==> src/rtl/tc_pl_cap_pkg.sv <==
// tc_pl_cap_pkg: shared types and default widths for the PL capture gain sequencer.
package tc_pl_cap_pkg;
  localparam int PL_NGAIN  = 4;
  localparam int PL_GI_W   = 2;
  localparam int PL_CYC_W  = 18;
  localparam int PL_DEL_W  = 32;
  localparam int PL_DAC_W  = 32;
  localparam int PL_LMH_W  = 6;
  localparam int PL_RLY_W  = 4;
  localparam int PL_TIME_W = 32;
  typedef enum logic [2:0] {S_IDLE, S_LOAD, S_SETTLE, S_RUN, S_NEXT, S_DONE} state_t;
  function automatic int max_w(input int a, input int b);
    return (a > b) ? a : b;
  endfunction
endpackage

==> src/rtl/tc_pl_cap_dwell_cnt.sv <==
// tc_pl_cap_dwell_cnt: loadable unsigned down-counter shared by the settle and capture phases.
module tc_pl_cap_dwell_cnt #(
  parameter int W = 32
) (
  input  logic         clk,
  input  logic         rst_n,
  input  logic         i_load,
  input  logic [W-1:0] i_val,
  input  logic         i_en,
  output logic         o_zero,
  output logic         o_one
);
  logic [W-1:0] r_cnt;
  always_ff @(posedge clk or negedge rst_n)
    if (!rst_n) r_cnt <= '0;
    else if (i_load) r_cnt <= i_val;
    else if (i_en && r_cnt != '0) r_cnt <= r_cnt - W'(1);
  assign o_zero = (r_cnt == '0);
  assign o_one  = (r_cnt == W'(1));
endmodule

==> src/rtl/tc_pl_cap_gain_seq.sv <==
// tc_pl_cap_gain_seq: steps one capture run over up to NGAIN gain settings (load, settle, gate, advance).
// Optional run-time stamping into cap_time is enabled by defining CAP_SEQ_TIMESTAMP_EN.
module tc_pl_cap_gain_seq
  import tc_pl_cap_pkg::*;
#(
  parameter int NGAIN  = PL_NGAIN,
  parameter int GI_W   = PL_GI_W,
  parameter int CYC_W  = PL_CYC_W,
  parameter int DEL_W  = PL_DEL_W,
  parameter int DAC_W  = PL_DAC_W,
  parameter int LMH_W  = PL_LMH_W,
  parameter int RLY_W  = PL_RLY_W,
  parameter int TIME_W = PL_TIME_W
) (
  input  logic                   clk125,
  input  logic                   rst_n,
  input  logic                   cap_start,
  input  logic                   cap_abort,
  input  logic                   cap_irq_en,
  input  logic [2:0]             cap_gain_number,
  input  logic [NGAIN*CYC_W-1:0] cyc_flat,
  input  logic [NGAIN*DEL_W-1:0] del_flat,
  input  logic [NGAIN*DAC_W-1:0] daca_flat,
  input  logic [NGAIN*DAC_W-1:0] dacb_flat,
  input  logic [NGAIN*LMH_W-1:0] lmh_flat,
  input  logic [NGAIN*RLY_W-1:0] rly_flat,
  output logic                   cap_cing,
  output logic [GI_W-1:0]        gain_sel,
  output logic [DAC_W-1:0]       dac_a,
  output logic [DAC_W-1:0]       dac_b,
  output logic                   dac_ld,
  output logic [LMH_W-1:0]       lmh,
  output logic [RLY_W-1:0]       relay,
  output logic                   cap_gate,
  output logic                   cap_done,
  output logic                   cap_irq,
  output logic [TIME_W-1:0]      cap_time
);
  localparam int CW = max_w(CYC_W, DEL_W);
  state_t            r_state;
  logic [GI_W-1:0]   r_gsel;
  logic [DAC_W-1:0]  r_dac_a, r_dac_b;
  logic [LMH_W-1:0]  r_lmh;
  logic [RLY_W-1:0]  r_rly;
  logic              r_cing, r_gate, r_dac_ld, r_done, r_irq;
  logic [GI_W-1:0]   w_last, w_ld_idx;
  logic              w_zero, w_one, w_start, w_next_ld, w_ld_del, w_go_run, w_run_end, w_to_done;
  logic [CW-1:0]     w_cnt_val;
  logic [CYC_W-1:0]  w_cyc;
  assign w_last    = (cap_gain_number > 3'(NGAIN - 1)) ? GI_W'(NGAIN - 1) : cap_gain_number[GI_W-1:0];
  assign w_ld_idx  = (r_state == S_NEXT) ? r_gsel + GI_W'(1) : '0;
  assign w_cyc     = cyc_flat[int'(r_gsel)*CYC_W +: CYC_W];
  assign w_start   = (r_state == S_IDLE) && cap_start && !cap_abort;
  assign w_next_ld = (r_state == S_NEXT) && !cap_abort && (r_gsel != w_last);
  assign w_to_done = (r_state == S_NEXT) && !cap_abort && (r_gsel == w_last);
  assign w_ld_del  = w_start || w_next_ld;
  // A remaining count of one means this is the final settle/gate cycle.
  assign w_go_run  = !cap_abort && (((r_state == S_LOAD) && w_zero) ||
                                    ((r_state == S_SETTLE) && (w_zero || w_one)));
  assign w_run_end = (r_state == S_RUN) && (w_zero || w_one);
  assign w_cnt_val = w_ld_del ? CW'(del_flat[int'(w_ld_idx)*DEL_W +: DEL_W]) : CW'(w_cyc);
  tc_pl_cap_dwell_cnt #(.W(CW)) u_dwell (
    .clk    (clk125),
    .rst_n  (rst_n),
    .i_load (w_ld_del || w_go_run),
    .i_val  (w_cnt_val),
    .i_en   ((r_state == S_SETTLE) || (r_state == S_RUN)),
    .o_zero (w_zero),
    .o_one  (w_one)
  );
  always_ff @(posedge clk125 or negedge rst_n)
    if (!rst_n) begin
      r_state  <= S_IDLE;
      r_gsel   <= '0;
      r_dac_a  <= '0;
      r_dac_b  <= '0;
      r_lmh    <= '0;
      r_rly    <= '0;
      r_cing   <= 1'b0;
      r_gate   <= 1'b0;
      r_dac_ld <= 1'b0;
      r_done   <= 1'b0;
      r_irq    <= 1'b0;
    end else begin
      r_dac_ld <= 1'b0;
      r_done   <= 1'b0;
      r_irq    <= 1'b0;
      if (w_ld_del) begin
        r_dac_a  <= daca_flat[int'(w_ld_idx)*DAC_W +: DAC_W];
        r_dac_b  <= dacb_flat[int'(w_ld_idx)*DAC_W +: DAC_W];
        r_lmh    <= lmh_flat[int'(w_ld_idx)*LMH_W +: LMH_W];
        r_rly    <= rly_flat[int'(w_ld_idx)*RLY_W +: RLY_W];
        r_dac_ld <= 1'b1;
      end
      if (cap_abort && r_state != S_IDLE) begin
        r_state <= S_IDLE;
        r_gate  <= 1'b0;
        r_cing  <= 1'b0;
        r_gsel  <= '0;
      end else begin
        case (r_state)
          S_IDLE: if (w_start) begin
            r_state <= S_LOAD;
            r_cing  <= 1'b1;
            r_gsel  <= '0;
          end
          S_LOAD: begin
            r_state <= w_zero ? S_RUN : S_SETTLE;
            r_gate  <= w_zero && (w_cyc != '0);
          end
          S_SETTLE: if (w_go_run) begin
            r_state <= S_RUN;
            r_gate  <= (w_cyc != '0);
          end
          S_RUN: if (w_run_end) begin
            r_state <= S_NEXT;
            r_gate  <= 1'b0;
          end
          S_NEXT: if (w_to_done) begin
            r_state <= S_DONE;
            r_done  <= 1'b1;
            r_irq   <= cap_irq_en;
            r_cing  <= 1'b0;
          end else begin
            r_state <= S_LOAD;
            r_gsel  <= w_ld_idx;
          end
          S_DONE: begin
            r_state <= S_IDLE;
            r_gsel  <= '0;
          end
          default: r_state <= S_IDLE;
        endcase
      end
    end
`ifdef CAP_SEQ_TIMESTAMP_EN
  logic [TIME_W-1:0] r_ts, r_time, w_ts_inc;
  assign w_ts_inc = (&r_ts) ? r_ts : r_ts + TIME_W'(1);
  // The DONE edge still counts the final NEXT cycle, so latch the incremented value.
  always_ff @(posedge clk125 or negedge rst_n)
    if (!rst_n) begin
      r_ts   <= '0;
      r_time <= '0;
    end else begin
      r_ts <= w_start ? '0 : (r_cing ? w_ts_inc : r_ts);
      if (w_to_done) r_time <= w_ts_inc;
    end
  assign cap_time = r_time;
`else
  assign cap_time = '0;
`endif
  assign cap_cing = r_cing;
  assign gain_sel = r_gsel;
  assign dac_a    = r_dac_a;
  assign dac_b    = r_dac_b;
  assign dac_ld   = r_dac_ld;
  assign lmh      = r_lmh;
  assign relay    = r_rly;
  assign cap_gate = r_gate;
  assign cap_done = r_done;
  assign cap_irq  = r_irq;
endmodule

==> config.mk <==
export PLATFORM = sky130hd
export DESIGN_NAME = tc_pl_cap_gain_seq
export DESIGN_NICKNAME = d
export VERILOG_FILES = /design/src/rtl/tc_pl_cap_pkg.sv /design/src/rtl/tc_pl_cap_dwell_cnt.sv /design/src/rtl/tc_pl_cap_gain_seq.sv
export SDC_FILE = /design/constraint.sdc
export NUM_CORES = 1
export LEC_CHECK = 0
export ABC_AREA = 1
export CORE_AREA = 2 2 240 242
export DETAILED_ROUTE_END_ITERATION = 6
export DIE_AREA = 0 0 242 244
export SYNTH_ARGS = -nofsm -noshare
export SYNTH_HDL_FRONTEND = slang
export SYNTH_SLANG_ARGS = --single-unit
==> constraint.sdc <==
create_clock -name clk125 -period 2.58 [get_ports clk125]
set_input_delay 0.645 -clock clk125 [delete_from_list [all_inputs] [get_ports clk125]]
set_output_delay 0.645 -clock clk125 [all_outputs]
set_load 0.01 [all_outputs]
==> metrics.txt, run 1 <==
Sink Count=116; worst path cell trace=buf_12 -> clkdlybuf4s50_1; Internal Dissipation=0.00746 W; clock tree buffer depth=2; die area=59,000 um^2; Final Hold Fails=0; R2R Setup Slk=0.16 ns; DRC violations left=0; antenna-violating nets left=0; via count=12,998; routability cong.=0.975; htree depth=4; Psw=0.00489 W; clock share of power=20.9%; Post-Route WL=54.7 mm; post-synthesis cell count=1,589; FP Rows=87; core area=56,200 um^2; r2r startpoint=r_state[0]; TritonRoute pass-1 iters=5; CP bufs+invs=2; GRT Util Overall=18.2%; crit path kind=flip-flop to output pin; Tmin final=2.45 ns; CTS tree=yes; initial antenna violation count=6; Slew headroom=53.2%; Final #Nets=2,649; Ys Warns=0; Flop pwr share=26.6%; # Max-Cap Violations=0; leading cell type in the layout, fill and taps excluded=clkdlybuf4s50_1; critical path fanouts, max=38; Port Buffer Count=584; status=complete, no violations; Syn Area/Cell=6.47 um^2; fill count=6,077; Achievable Freq=408 MHz; design area=17,800 um^2; pin slew with the least headroom to its limit=0.702 ns; Syn-to-layout area delta=72.9%; total power=0.0124 W; Leak=7.78 nW; max incr delay on CP=0.56 ns; global-route wire length before repair=81.8 mm; Synth area leaders=dfrtp_1 28%, nand2_1 16%, nand3_1 7.6%; grt peak-use layer=met2; final critical-path share of the clock period=95.1%; routed len/inst=18.8 um; non-filler cells, final=2,911; Power Density=695 nW/um^2; WP data arrival=1.81 ns; CP Data Required Time=1.93 ns; Worst Skew=0.0109 ns; VDD IR max=0.442 mV; post-layout util=31.6%; height of the die=244 um; startpoint types=flip-flop; Starting Density=18.3%; CP Launch Point=gain_sel[0]; most frequent cells in the layout=583 x clkdlybuf4s50_1, 432 x nand2_1, 166 x nor2_1; Synth Cell Area=10,300 um^2; DP HPWL=43.5 mm; met2 Use GR=30.8%; root buffer cell=clkbuf_16; Hold Crit Class=primary input to async pin; unrepaired setup endpoints after global routing=false; Final Max Slew Viols=0; register bit total from synthesis=116; Synth area leader=dfrtp_1; I/O pins=617; DRT iter0 DRCs=763; Comb power frac=52.5%; share of layout cells above drive strength 1=9.15%; CTS Buf Count=17; register area share after synthesis=28.2%; vias in the first global route=13,035; largest net degree at the start of global routing=102; Placed Instance Area=17,100 um^2; largest delay contributor family on the critical path=buffers and inverters; Crit. End Element=output pin; later-pin clock latency in the skew report=0.44 ns; vias per inst=4.47; GR Util met1=22.3%; Final Setup Violations=0; clk slew on worst S/H paths=0.06 ns; DIE WIDTH=242 um; Yosys cell types=35; top cell type's share of synthesized area=28.2%; CP max stage cell=clkdlybuf4s50_1; GR Layer Usage met3=4.78%; Post-Place Cells=2,879; global route overflow=0; sw frac=39.6%
area by class of cell:
cell class	instances	area, um^2	share of cell area (%)
multi-input combinational	1267	6370	35.9
inverter	92	347	1.95
clock buffer	20	467	2.63
sequential	116	2900	16.3
timing repair buffer	648	6580	37.0
antenna	1	2.50	0.0141
clock inverter	11	151	0.852
tap	756	946	5.32
cells in the mapped netlist:
| library cell | instances |
|---|---|
| buf_4 | 42 |
| xnor2_1 | 10 |
| nand3_4 | 1 |
| nor2_1 | 166 |
| nand3_1 | 157 |
| nand2_1 | 433 |
| nor3_1 | 3 |
| o21ai_1 | 2 |
| o21a_1 | 1 |
| ha_1 | 3 |
| a31oi_1 | 74 |
| o211ai_1 | 77 |
| nand2_4 | 2 |
| nand2_2 | 6 |
| buf_1 | 6 |
| o31ai_1 | 1 |
| o21bai_1 | 74 |
| dfrtp_1 | 116 |
| clkbuf_1 | 31 |
| a22oi_1 | 1 |
| conb_1 | 1 |
| buf_6 | 3 |
| nor2_2 | 2 |
| inv_2 | 8 |
| inv_1 | 84 |
| or2_2 | 77 |
| nand3b_1 | 8 |
| a21oi_1 | 3 |
| xor2_1 | 16 |
| o21ai_0 | 100 |
| o22a_1 | 2 |
| nor2_4 | 3 |
| nand4_1 | 12 |
| and2_1 | 1 |
| buf_2 | 63 |
worst paths after layout:
| path | endpoint | cells after the start |
|---|---|---|
| worst min-delay path | relay[0] | 2 |
| max in group asynchronous | dac_a[16] | 2 |
| worst min register to register | cap_gate | 2 |
| worst max-delay path | gain_sel[0] | 2 |
| worst max register to register | u_dwell.r_cnt[1] | 12 |
| min in group clk125 | cap_gate | 2 |
per-layer routing:
| metal | part of all wire (%) | vias to the layer above | wire length [um] |
|---|---|---|---|
| li1 | - | 6337 | - |
| met1 | 42 | 6024 | 22900 |
| met2 | 47 | 568 | 25900 |
| met3 | 7.8 | 61 | 4250 |
| met4 | 3.0 | 8 | 1620 |
| met5 | 0.086 | - | 47 |
power groups by stage:
stage	Sequential, W	Clock [W]	Combinational (W)
2_1_floorplan	0.00343	0	0.00302
3_3_place_gp	0.00328	0	0.00643
3_5_place_dp	0.00330	0	0.00650
4_1_cts	0.00328	0.00265	0.00653
5_1_grt	0.00339	0.00273	0.00711
6_report	0.00329	0.00258	0.00649
worst register-to-register path, delay by kind of cell, from the launching register on:
| family | cells | cell delay [ns] |
|---|---|---|
| flops | 1 | 0.41 |
| buf+inv | 3 | 0.61 |
| simple gates | 9 | 1.29 |
flip-flops by register name (all words and copies together), names as in the netlist, 2 cells and up:
signal and cells:
gain_sel 2, dac_a 32, u_dwell.r_cnt 32, dac_b 32, lmh 6, relay 4
r_state 3
kinds of logic after synthesis:
group / count (synthesis) / synth area share [%]
AO/OA/AOI/OAI: 335 / 21.0
XOR/XNOR: 26 / 2.22
adder cells (fa/ha/maj): 3 / 0.365
buffers and inverters: 237 / 11.2
flip-flops: 116 / 28.2
other: 1 / 0.0365
AND/OR/NAND/NOR: 871 / 36.9
per-stage QoR:
| step | hold slack, ns | setup slack (ns) | TNS, ns |
|---|---|---|---|
| after global routing | 0.179 | 0.0204 | 0 |
| after floorplan | 0.349 | 0.638 | 0 |
| final | 0.187 | 0.126 | 0 |
| after CTS | 0.171 | 0.0722 | 0 |
| after global placement | 0.474 | 0.0167 | 0 |
| after detailed placement | 0.468 | -0.0333 | -0.0765 |
timing repair:
item | in CTS | in global routing
setup endpoints to repair | 0 | 3
hold buffers | 0 | 0
resized for setup | 0 | 3
buffers inserted | 0 | 0
Note: power is estimated with default switching activity, not from simulation.
==> run 2: changes to the inputs <==
--- a/config.mk
+++ b/config.mk
@@ -9,6 +9,7 @@
 export CORE_AREA = 2 2 240 242
 export DETAILED_ROUTE_END_ITERATION = 6
 export DIE_AREA = 0 0 242 244
+export PLACE_DENSITY = 0.43
 export SYNTH_ARGS = -nofsm -noshare
 export SYNTH_HDL_FRONTEND = slang
 export SYNTH_SLANG_ARGS = --single-unit
==> metrics.txt, run 2 (synthesized netlist as in run 1, its figures left out) <==
status=complete, no violations (unchanged); total power=0.0123 W (was 0.0124 W); # Max-Cap Violations=0 (unchanged); clk slew on worst S/H paths=0.06 ns (about the same); Flop pwr share=26.5% (was 26.6%); design area=17,600 um^2 (was 17,800 um^2); height of the die=244 um (unchanged); Internal Dissipation=0.00735 W (was 0.00746 W); leading cell type in the layout, fill and taps excluded=clkdlybuf4s50_1 (unchanged); Post-Route WL=58.8 mm (was 54.7 mm); DRT iter0 DRCs=669 (was 763); Syn-to-layout area delta=71.6% (was 72.9%); WP data arrival=1.78 ns (was 1.81 ns); Achievable Freq=412 MHz (was 408 MHz); CP Depth=2 (unchanged); Port Buffer Count=584 (unchanged); unrepaired setup endpoints after global routing=false (unchanged); R2R Setup Slk=0.28 ns (was 0.16 ns); startpoint types=flip-flop (unchanged); Final Max Slew Viols=0 (unchanged); crit path kind=flip-flop to output pin (unchanged); Tmin final=2.43 ns (was 2.45 ns); Placed Instance Area=17,000 um^2 (was 17,100 um^2); DP HPWL=46.5 mm (was 43.5 mm); CP Data Required Time=1.93 ns (about the same); final critical-path share of the clock period=94.1% (was 95.1%); Hold Crit Class=flip-flop to flip-flop (was primary input to async pin); root buffer cell=clkbuf_16 (unchanged); largest net degree at the start of global routing=93 (was 102); global route overflow=0 (unchanged); clock share of power=21.1% (was 20.9%); post-layout util=31.4% (was 31.6%); R2R depth=10 (was 12); r2r startpoint=r_state[0] (unchanged); Sink Count=116 (unchanged); Psw=0.00494 W (was 0.00489 W); max incr delay on CP=0.57 ns (was 0.56 ns); vias per inst=4.43 (was 4.47); TritonRoute pass-1 iters=5 (unchanged); Final Hold Fails=0 (unchanged); RR Endpoint=dac_b[2] (was u_dwell.r_cnt[1]); hold slack=0.492 ns (was 0.187 ns); later-pin clock latency in the skew report=0.48 ns (was 0.44 ns); Worst Skew=0.00914 ns (was 0.0109 ns); core area=56,200 um^2 (unchanged); Slew headroom=61.0% (was 53.2%); CTS Buf Count=17 (unchanged); CP max stage cell=clkdlybuf4s50_1 (unchanged); antenna-violating nets left=0 (unchanged); Final #Nets=2,641 (was 2,649); VDD IR max=0.540 mV (was 0.442 mV); worst hold endpoint=u_dwell.r_cnt[1]; routability cong.=0.913 (was 0.975); Power Density=697 nW/um^2 (was 695 nW/um^2); worst hold path stage count=2; Setup WS pre-CTS=-0.0596 ns (was -0.0333 ns); GRT Util Overall=19.7% (was 18.2%); initial antenna violation count=3 (was 6); Final Setup Violations=0 (unchanged); share of layout cells above drive strength 1=8.76% (was 9.15%); critical path fanouts, max=38 (unchanged); pin slew with the least headroom to its limit=0.584 ns (was 0.702 ns); DIE WIDTH=242 um (unchanged); via count=12,871 (was 12,998); hold path start=u_dwell.r_cnt[1]; DRC violations left=0 (unchanged); FP Rows=87 (unchanged); CTS tree=yes (unchanged); Leak=7.72 nW (was 7.78 nW); largest delay contributor family on the critical path=buffers and inverters (unchanged); Crit. End Element=output pin (unchanged); htree depth=4 (unchanged); Comb power frac=52.4% (was 52.5%); Starting Density=18.3% (unchanged); I/O pins=617 (unchanged); routed len/inst=20.2 um (was 18.8 um); clock tree buffer depth=2 (unchanged); sw frac=40.2% (was 39.6%); global-route wire length before repair=87.1 mm (was 81.8 mm); worst path cell trace=buf_12 -> clkdlybuf4s50_1 (unchanged); setup bufs post-CTS=0 (unchanged); setup slack after layout=0.151 ns (was 0.126 ns); most frequent cells in the layout=583 x clkdlybuf4s50_1, 432 x nand2_1, 166 x nor2_1 (unchanged); CP bufs+invs=2 (unchanged); vias in the first global route=13,234 (was 13,035); die area=59,000 um^2 (unchanged)
run 2: metrics by stage:
| step | std cells | setup TNS (ns) |
|---|---|---|
| final | 2904 | 0 |
| after global routing | 2903 | 0 |
| after CTS | 2903 | 0 |
| after detailed placement | 2870 | -0.118 |
| after global placement | 2870 | -0.0577 |
| after floorplan | 1620 | 0 |
run 2: power groups by stage:
stage | registers (W) | logic (W) | clock network, W
after floorplan | 0.00343 | 0.00302 | 0
after detailed placement | 0.00329 | 0.00651 | 0
after global placement | 0.00326 | 0.00650 | 0
after global routing | 0.00336 | 0.00710 | 0.00277
final | 0.00325 | 0.00645 | 0.00259
after CTS | 0.00326 | 0.00654 | 0.00272
run 2: worst max path at each step:
stage,start,endpoint
2_1_floorplan,cap_gain_number[2],u_dwell.r_cnt[12]
3_3_place_gp,cap_gain_number[2],u_dwell.r_cnt[23]
3_5_place_dp,cap_abort,u_dwell.r_cnt[26]
4_1_cts,gain_sel[0],gain_sel[0]
5_1_grt,r_state[0],u_dwell.r_cnt[9]
6_report,gain_sel[0],gain_sel[0]
run 2: metal layers:
| layer | routed length, um | part of all wire (%) | global-route usage (%) |
|---|---|---|---|
| met4 | 714 | 1.2 | 4.47 |
| met5 | 27 | 0.046 | 0 |
| met2 | 29400 | 50 | 35.6 |
| met3 | 3720 | 6.3 | 4.89 |
| met1 | 24900 | 42 | 23.5 |
run 2: repair_timing:
item / 4_1_cts / 5_1_grt
hold buffers: 1 / 0
gates resized for setup: 0 / 1
endpoints found under the hold margin: 12 / 0
setup endpoints to repair: 0 / 1
run 2: final cells by class:
cell class | count | area, um^2
antenna | 1 | 2.50
multi-input combinational | 1267 | 6370
timing repair buffer | 640 | 6450
sequential | 116 | 2900
clock inverter | 12 | 155
inverter | 92 | 348
clock buffer | 20 | 457
tap | 756 | 946
fill | 6198 | 38500
run 2: tightest hold or removal path, delay by kind of cell (launching register included):
family           cells  cell delay [ns]
and+or+nand+nor      2             0.11
DFF                  1             0.34
==> run 3: changes to the inputs <==
--- a/config.mk
+++ b/config.mk
@@ -5,11 +5,10 @@
 export SDC_FILE = /design/constraint.sdc
 export NUM_CORES = 1
 export LEC_CHECK = 0
-export ABC_AREA = 1
-export CORE_AREA = 2 2 240 242
+export CORE_AREA = 2 2 242 244
 export DETAILED_ROUTE_END_ITERATION = 6
-export DIE_AREA = 0 0 242 244
-export PLACE_DENSITY = 0.43
+export DIE_AREA = 0 0 244 246
+export PLACE_DENSITY = 0.41
 export SYNTH_ARGS = -nofsm -noshare
 export SYNTH_HDL_FRONTEND = slang
 export SYNTH_SLANG_ARGS = --single-unit
==> metrics.txt, run 3 <==
CP Data Required Time=2.97 ns (was 1.93 ns); I/O pins=617 (unchanged); Hold-fix buffers, CTS=0 (was 1); Power Density=494 nW/um^2 (was 697 nW/um^2); Hold Crit Class=primary input to async pin (was flip-flop to flip-flop); Crit path top cell by count=buf_6; height of the die=246 um (was 244 um); post-layout util=31.1% (was 31.4%); Psw=0.00289 W (was 0.00494 W); root buffer cell=clkbuf_16 (unchanged); top cell type's share of synthesized area=31.1% (was 28.2%); Final Setup Violations=31 (was 0); CP max stage cell=or4b_4 (was clkdlybuf4s50_1); status=finished, violations left (was complete, no violations); largest net degree at the start of global routing=81 (was 93); Yosys cell types=69 (was 35); Crit. End Element=flip-flop (was output pin); Final #Nets=2,431 (was 2,641); Synth area leader=dfrtp_1 (unchanged); Ys Warns=0 (unchanged); later-pin clock latency in the skew report=0.48 ns (about the same); Syn Area/Cell=7.29 um^2 (was 6.47 um^2); clock share of power=28.7% (was 21.1%); GRT Util Overall=16.1% (was 19.7%); largest delay contributor family on the critical path=simple AND/OR/NAND/NOR gates (was buffers and inverters); DP HPWL=39.9 mm (was 46.5 mm); Comb power frac=40.4% (was 52.4%); Synth Cell Area=9350 um^2 (was 10,300 um^2); setup slack after layout=-0.175 ns (was 0.151 ns); register area share after synthesis=31.1% (was 28.2%); CTS Buf Count=17 (unchanged); failing checks=setup timing; crit path kind=flip-flop to flip-flop (was flip-flop to output pin); Final Max Slew Viols=0 (unchanged); DRT iter0 DRCs=583 (was 669); clk slew on worst S/H paths=0.06 ns (about the same); die area=60,000 um^2 (was 59,000 um^2); most common cell in the netlist=nand2_1 (unchanged); register bit total from synthesis=116 (unchanged); Flop pwr share=30.9% (was 26.5%); vias in the first global route=11,880 (was 13,234); # Max-Cap Violations=0 (unchanged); clock tree buffer depth=2 (unchanged); Worst Skew=0.00543 ns (was 0.00914 ns); startpoint types=flip-flop (unchanged); sw frac=32.9% (was 40.2%); routability cong.=0.848 (was 0.913); initial antenna violation count=1 (was 3); Tmin final=2.75 ns (was 2.43 ns); Synth area leaders=dfrtp_1 31%, nand2_1 19%, mux4_2 9.4% (was dfrtp_1 28%, nand2_1 16%, nand3_1 7.6%); critical path fanouts, max=7 (was 38); Leak=7.11 nW (was 7.72 nW); DIE WIDTH=244 um (was 242 um); CP bufs+invs=2 (unchanged); FP Rows=88 (was 87); VDD IR max=0.500 mV (was 0.540 mV); TritonRoute pass-1 iters=5 (unchanged); htree depth=4 (unchanged); global route overflow=0 (unchanged); max incr delay on CP=0.55 ns (was 0.57 ns); global-route wire length before repair=72.0 mm (was 87.1 mm); top cells by count, synth=481 x nand2_1, 171 x o21ai_0, 116 x dfrtp_1 (was 433 x nand2_1, 166 x nor2_1, 157 x nand3_1); post-synthesis cell count=1,283 (was 1,589); DRC violations left=0 (unchanged); routed len/inst=18.5 um (was 20.2 um); share of layout cells above drive strength 1=13.8% (was 8.76%); most frequent cells in the layout=583 x clkdlybuf4s50_1, 479 x nand2_1, 154 x o21ai_0 (was 583 x clkdlybuf4s50_1, 432 x nand2_1, 166 x nor2_1); Port Buffer Count=584 (unchanged); WP data arrival=3.14 ns (was 1.78 ns); Internal Dissipation=0.00591 W (was 0.00735 W); Sink Count=116 (unchanged); Starting Density=16.3% (was 18.3%); unrepaired setup endpoints after global routing=true (was false); vias per inst=4.26 (was 4.43); Slew headroom=60.6% (was 61.0%); Post-Route WL=49.9 mm (was 58.8 mm); pin slew with the least headroom to its limit=0.591 ns (was 0.584 ns); Post-synth ARST share=100% (unchanged); Setup TNS=-2.46 ns (was 0 ns); worst path cell trace=or4_4 -> or4b_4 -> buf_6 -> o41a_1 -> buf_6 -> and4b_1 -> xnor2_1 -> o21ai_1 (was buf_12 -> clkdlybuf4s50_1); Setup WS pre-CTS=-0.523 ns (was -0.0596 ns); Post-synth EDFFs=0 (unchanged); CTS tree=yes (unchanged); core area=57,400 um^2 (was 56,200 um^2); leading cell type in the layout, fill and taps excluded=clkdlybuf4s50_1 (unchanged); Syn-to-layout area delta=90.7% (was 71.6%); Final Hold Fails=0 (unchanged); via count=11,517 (was 12,871); final critical-path share of the clock period=107% (was 94.1%); Top FF cell, synth=dfrtp_1 (unchanged); antenna-violating nets left=0 (unchanged); Achievable Freq=363 MHz (was 412 MHz)
==> run 3: changes by cell type after synthesis, sizes merged, moves of 40 or more <==
cell and change:
nor2 -134, inv -82, or2 -77, o211ai -75
o21bai -74, o21ai +71, a31oi -70, nand3 -64
buf -54, clkbuf +41, nand2 +40
==> run 3: cell type report <==
class | count | area (um^2)
antenna | 1 | 2.50
clock buffer | 17 | 425
clock inverter | 15 | 181
fill | 6151 | 39500
inverter | 11 | 41.3
multi-input combinational | 1055 | 6110
sequential | 116 | 2910
tap | 765 | 957
timing repair buffer | 723 | 7200
==> run 3: stage by stage <==
stage                     hold WS (ns)  power, W  cell area (um^2)  cells
after global placement           0.461   0.00618             16800   2661
after CTS                        0.131   0.00894             17700   2700
after floorplan                  0.349   0.00393              9500   1314
after global routing             0.153   0.00936             17800   2703
final                            0.138   0.00881             17800   2703
after detailed placement         0.469   0.00620             16800   2661
==> run 3: final timing paths <==
check / from / end / slack [ns] / depth (start not counted)
worst max-delay path: u_dwell.r_cnt[9] / u_dwell.r_cnt[27] / -0.17 / 8
worst min-delay path: rst_n / cap_gate / 0.14 / 1
worst max register to register: u_dwell.r_cnt[9] / u_dwell.r_cnt[27] / -0.17 / 8
worst min register to register: dac_a[27] / dac_a[27] / 0.48 / 2
max in group asynchronous: rst_n / u_dwell.r_cnt[27] / 1.73 / 2
min in group clk125: dac_a[27] / dac_a[27] / 0.48 / 2
==> run 3: metal layers <==
metal	vias up	share of wire (%)	global-route usage (%)
met5	-	0	0
met4	0	2.8	5.92
met3	60	5.9	4.04
met2	383	53	29.8
met1	5391	39	17.5
li1	5683	-	-
==> run 3: cell families (layout without fill, tap and decap cells) <==
group                      after synthesis  count (layout)  share of synthesized area (%)
xor gates and xnor gates                21              21                           1.97
AOI/OAI and AO/OA                      256             256                           16.6
and+or+nand+nor                        691             691                           31.5
DFF                                    116             116                           31.1
other                                    1              33                         0.0401
muxes                                   52              52                           10.8
adders and majority gates                3               3                          0.402
buffers and inverters                  143             766                           7.60
==> run 3: timing repair <==
item | CTS | global route
resized for setup | 53 | 24
cloned | 1 | 1
pin swaps | 16 | 12
setup buffers | 6 | 1
endpoints found under the setup margin | 34 | 106
==> run 3: power by group through the flow <==
stage	combinational, W	sequential [W]	clock [W]
floorplan	0.00104	0.00289	0
global placement	0.00345	0.00274	0
detailed placement	0.00347	0.00274	0
CTS	0.00358	0.00273	0.00263
global route	0.00387	0.00281	0.00268
finish	0.00356	0.00272	0.00252
==> variant 1 (settings of run 3) <==
Encoding of `state_t`: now Gray code (3 bits for 6 states).
--- a/src/rtl/tc_pl_cap_pkg.sv
+++ b/src/rtl/tc_pl_cap_pkg.sv
@@ -10,3 +10,3 @@
   localparam int PL_TIME_W = 32;
-  typedef enum logic [2:0] {S_IDLE, S_LOAD, S_SETTLE, S_RUN, S_NEXT, S_DONE} state_t;
+  typedef enum logic [2:0] {S_IDLE = 3'b000, S_LOAD = 3'b001, S_SETTLE = 3'b011, S_RUN = 3'b010, S_NEXT = 3'b110, S_DONE = 3'b111} state_t;
   function automatic int max_w(input int a, input int b);
Formal check against the unedited RTL: same outputs for any inputs over 4 cycles, from zero or initial values and one cycle with rst_n low; so few cycles prove little.
==> variant 1 against run 3 <==
- largest cell class unchanged
- cell area is 1.6% lower
- wire length is 6.8% higher
- critical endpoint is now r_state[0]$_DFFE_PN0P_
- setup slack better by 260 ps
- power is 8.1% lower
- hold slack worse by 4.6 ps
- area after synthesis is 0.36% higher
- sequential cell count stayed put
- synthesized cell count is 5.5% higher
- via count is 2.9% higher
==> variant 1: results (changes against run 3) <==
status - finished, final reports clean (was complete, but fails checks)
CP max stage cell - or4_1 (was or4b_4)
Top Layer Used - met5 (was met4)
global-route wire length before repair - 77300 um (was 72010 um)
top area cells in the synthesized netlist - dfrtp_1 (31%), nand2_1 (21%), nand3_1 (11%), mux4_2 (7.0%), o21ai_0 (4.7%) (was dfrtp_1 (31%), nand2_1 (19%), mux4_2 (9.4%), o21ai_0 (9.2%), nand3_1 (5.0%))
Post-Place Worst Slack - -342.3 ps (was -522.8 ps)
routed wl met2 - 26570 um (was 26250 um)
largest net degree at the start of global routing - 68 (was 81)
Synth Flop Type - dfrtp_1 (unchanged)
Total GRT Usage - 0.1736 (was 0.1605)
number of global-route vias before repair - 12220 (was 11880)
Min Hold Slack - 133.0 ps (was 137.6 ps)
Netlist cell types - 67 (was 69)
Filler Cells Inserted - 6224 (was 6151)
top cells by count, synth - nand2_1 (534), nand3_1 (202), dfrtp_1 (116) (was nand2_1 (481), o21ai_0 (171), dfrtp_1 (116))
DRT iter0 DRCs - 534 (was 583)
share of cells above drive strength 1 - 0.1104 (was 0.1378)
Final HPWL DP - 43280 um (was 39870 um)
R2R setup slack - 80 ps (was -170 ps)
f_max - 400.1 MHz (was 363.0 MHz)
Worst Hold Class - in2async (unchanged)
Seq/Total Area, Yosys - 0.3094 (was 0.3105)
final net count - 2487 (was 2431)
slowest stage delay, CP - 630 ps (was 550 ps)
number of flops mapped to enable cells by yosys - 0 (unchanged)
via count - 11850 (was 11520)
Critical Path Fanout Max - 3 (was 7)
Avg WL per Cell - 19.31 um (was 18.46 um)
LEAKAGE - 7.250 nW (was 7.112 nW)
DP Cell Count - 2725 (was 2661)
Post-Syn Instances - 1354 (was 1283)
final std cells w/o fill - 2761 (was 2703)
DRT met1 WL - 21620 um (was 19280 um)
Max IR drop VDD - 0.5090 mV (was 0.5001 mV)
Clock Skew - 11.25 ps (was 5.434 ps)
met3 wire len - 3751 um (was 2966 um)
initial antenna violation count - 8 (was 1)
dpl cell area - 16870 sq um (was 16820 sq um)
GPL Wtd Cong - 0.8756 (was 0.8477)
Net Sw Power - 2.640 mW (was 2.894 mW)
-- variant 1: cell count changes after synthesis, sizes merged, moves of 7 or more --
cell	before	now
nand2	481	535
buf	60	50
clkbuf	72	88
o21ai	173	89
o221ai	10	0
a221oi	11	0
a31oi	4	11
nand3	94	202
mux4	39	29
a21oi	7	16
-- variant 1: area by class of cell --
cell class	instances	area, sq um	share of cell area
repair buffers	714	7023	0.4005
multi-input cells	1125	6028	0.3438
flip-flops and latches	116	2904	0.1656
well taps	765	957.2	0.05458
clock buffers	18	439.2	0.02504
clock inverters	14	153.9	0.008776
inverters	6	22.52	0.001284
diodes	3	7.507	0.0004281
-- variant 1: worst paths after layout --
| path | start | to | cells past startpoint |
|---|---|---|---|
| setup / recovery | u_dwell.r_cnt[23]$_DFFE_PN0P_ | r_state[0]$_DFFE_PN0P_ | 7 |
| hold reg to reg | dac_b[30]$_DFFE_PN0N_ | dac_b[30]$_DFFE_PN0N_ | 2 |
| min in group clk125 | dac_b[30]$_DFFE_PN0N_ | dac_b[30]$_DFFE_PN0N_ | 2 |
| hold / removal | rst_n | cap_cing$_DFFE_PN0P_ | 1 |
| setup reg to reg | u_dwell.r_cnt[23]$_DFFE_PN0P_ | r_state[0]$_DFFE_PN0P_ | 7 |
| max in group asynchronous | rst_n | relay[1]$_DFFE_PN0N_ | 2 |
-- variant 1: cell families after synthesis --
kind of cell               after synthesis  synth area share
and+or+nand+nor                        857            0.4013
AOI/OAI and AO/OA                      170            0.1090
buffers and inverters                  144           0.07242
DFF                                    116            0.3094
muxes                                   41           0.08296
xor gates and xnor gates                22           0.02054
adders and majority gates                3          0.004001
other                                    1         0.0003997
-- variant 1: repair_timing --
action,4_1_cts,5_1_grt
setup endpoints to repair,3,14
buffers inserted,1,0
pin swaps,1,1
hold buffers,0,0
gates resized for setup,2,7
-- variant 1: layer usage --
layer	vias up	global-route usage
li1	5836	-
met1	5526	0.1999
met2	423	0.3033
met3	57	0.05142
met4	6	0.06402
met5	-	0
-- variant 1: power groups by stage --
| stage | Combinational, mW | Clock (mW) | Sequential [mW] |
|---|---|---|---|
| final | 3.05 | 2.50 | 2.55 |
| after global routing | 3.32 | 2.64 | 2.60 |
| after CTS | 3.08 | 2.60 | 2.55 |
| after detailed placement | 3.06 | 0 | 2.57 |
| after global placement | 3.06 | 0 | 2.57 |
| after floorplan | 0.918 | 0 | 2.65 |
-- variant 1: worst register-to-register path, stage by stage (launching register included) --
cell and delay [ps]:
dfrtp_1 410, or4_1 630, nor4b_4 350, buf_4 180
nand4_1 230, mux2_2 340, a22oi_1 180, nor2_1 60
==> variant 2 (settings of run 3) <==
Made on the original files. Add a define of `CAP_SEQ_TIMESTAMP_EN`.
--- a/src/rtl/tc_pl_cap_gain_seq.sv
+++ b/src/rtl/tc_pl_cap_gain_seq.sv
@@ -2,2 +2,4 @@
 // Optional run-time stamping into cap_time is enabled by defining CAP_SEQ_TIMESTAMP_EN.
+`define CAP_SEQ_TIMESTAMP_EN
+
 module tc_pl_cap_gain_seq
Behaviour: not the same (Yosys sat finds a counterexample within 10 cycles, from zero or initial values and one cycle with rst_n low).
==> variant 2 against run 3 <==
- the run still ends with setup timing left
- combinational power increased by 5.6%
- hold slack improved by 340 ps
- final cell count increased by 15%
- cell area increased by 19%
- count of clock-buffer cells in the layout unchanged
- critical path depth decreased by 2
- critical path type unchanged
- sequential cell count increased by 64
- area after synthesis increased by 30%
- sequential power increased by 37%
- setup slack got worse by 3.4 ps
- power increased by 18%
- highest routed layer unchanged
- wire length increased by 28%
- largest power group unchanged
- largest cell class unchanged
==> variant 2: results (changes against run 3) <==
Netlist cell types - 53 (was 69)
Filler Cells Inserted - 5981 (was 6151)
Avg WL per Cell - 20.55 um (was 18.46 um)
GPL Wtd Cong - 0.8554 (was 0.8477)
footprint of the multi-input gates - 7388 sq um (was 6110 sq um)
DP Cell Count - 3063 (was 2661)
setup ws final - -178.3 ps (was -175.0 ps)
Seq/Total Area, Yosys - 0.3696 (was 0.3105)
Synth Area per Inst - 7.349 sq um (was 7.286 sq um)
I/O Buffers - 616 (was 584)
CP max stage cell - or4_4 (was or4b_4)
Clock Skew - 10.20 ps (was 5.434 ps)
failing checks - setup timing (unchanged)
largest net degree at the start of global routing - 78 (was 81)
pwr dens - 487.7 nW/um^2 (was 494.0 nW/um^2)
Net Sw Power - 3.403 mW (was 2.894 mW)
final net count - 2841 (was 2431)
share of cells above drive strength 1 - 0.1186 (was 0.1378)
top area cells in the synthesized netlist - dfrtp_1 (37%), nand2_1 (18%), nand3_1 (12%), mux4_2 (6.1%), clkbuf_1 (3.5%) (was dfrtp_1 (31%), nand2_1 (19%), mux4_2 (9.4%), o21ai_0 (9.2%), nand3_1 (5.0%))
worst r2r dst - u_dwell.r_cnt[30]$_DFFE_PN0P_ (was u_dwell.r_cnt[27]$_DFFE_PN0P_)
Vias/cell - 4.632 (was 4.261)
DRT iter0 DRCs - 769 (was 583)
status - complete, but fails checks (unchanged)
Critical Path Fanout Max - 3 (was 7)
global-route wire length before repair - 95230 um (was 72010 um)
Post-Route WL - 63920 um (was 49890 um)
dpl cell area - 20280 sq um (was 16820 sq um)
Total GRT Usage - 0.2103 (was 0.1605)
Min Hold Slack - 474.3 ps (was 137.6 ps)
critical path arrival - 3180 ps (was 3140 ps)
top cells by count, synth - nand2_1 (576), nand3_1 (294), dfrtp_1 (180) (was nand2_1 (481), o21ai_0 (171), dfrtp_1 (116))
reg2reg start - u_dwell.r_cnt[16]$_DFFE_PN0P_ (was u_dwell.r_cnt[9]$_DFFE_PN0P_)
Worst-Margin Slew - 885.9 ps (was 590.6 ps)
cells on worst reg2reg path - 6 (was 8)
Max IR drop VDD - 0.5040 mV (was 0.5001 mV)
LEAKAGE - 8.808 nW (was 7.112 nW)
Final HPWL DP - 50550 um (was 39870 um)
Worst Hold Class - reg2reg (was in2async)
Setup Viol. Count Final - 5 (was 31)
variant 2: stage by stage:
| step | TNS [ps] | setup slack, ps |
|---|---|---|
| 2_1_floorplan | -942.3 | -318.6 |
| 3_3_place_gp | -34420 | -443.7 |
| 3_5_place_dp | -46330 | -474.6 |
| 4_1_cts | -695.7 | -207.8 |
| 5_1_grt | -936.8 | -209.0 |
| 6_report | -572.9 | -178.3 |
variant 2: how the worst max path moves through the flow:
stage                                             start  depth (start not counted)  slack (ps)                             to
after floorplan           u_dwell.r_cnt[16]$_DFFE_PN0P_                          8        -320  u_dwell.r_cnt[30]$_DFFE_PN0P_
after global placement                        cap_abort                          7        -440  u_dwell.r_cnt[11]$_DFFE_PN0P_
after global routing      u_dwell.r_cnt[16]$_DFFE_PN0P_                          6        -210  u_dwell.r_cnt[30]$_DFFE_PN0P_
after CTS                 u_dwell.r_cnt[16]$_DFFE_PN0P_                          6        -210  u_dwell.r_cnt[30]$_DFFE_PN0P_
final                     u_dwell.r_cnt[16]$_DFFE_PN0P_                          6        -180  u_dwell.r_cnt[30]$_DFFE_PN0P_
after detailed placement                      cap_abort                          7        -470  u_dwell.r_cnt[10]$_DFFE_PN0P_
variant 2: final cells by class:
type,count,area share
clock buffers,17,0.02002
repair buffers,783,0.3638
flip-flops and latches,180,0.2120
multi-input cells,1338,0.3476
diodes,1,0.0001177
clock inverters,14,0.009007
well taps,765,0.04503
inverters,13,0.002414
variant 2: routing by layer:
metal	vias up	global-route usage	routed length, um
met5	-	0	0
met4	0	0.05488	1077
met3	46	0.06078	4659
met2	448	0.3661	31320
met1	6856	0.2529	26860
li1	7060	-	-
variant 2: what timing repair did:
item,4_1_cts,5_1_grt
setup buffers,7,9
hold buffers,1,0
resized for setup,24,26
gates cloned,0,1
endpoints found under the hold margin,19,0
pin swaps,7,16
setup endpoints to repair,16,32
variant 2: power by group through the flow:
stage | clock (mW) | combinational, mW | sequential (mW)
after floorplan | 0 | 1.07 | 3.89
after global placement | 0 | 3.69 | 3.74
after detailed placement | 0 | 3.68 | 3.75
after CTS | 3.01 | 3.74 | 3.73
after global routing | 3.10 | 4.09 | 3.80
final | 2.88 | 3.76 | 3.73
variant 2: kinds of logic after synthesis:
logic type	Yosys count	synth area share
simple gates	1075	0.3927
flops	180	0.3696
compound gates	150	0.07393
buf+inv	140	0.04354
xor+xnor	73	0.05247
mux	36	0.06356
fa+ha+maj	4	0.004107
variant 2: worst reg2reg max path: cells and delay by family, from the launching register on:
kind	cells	cell delay (ps)
and+or+nand+nor	4	1990
AOI/OAI and AO/OA	2	310
DFF	1	400
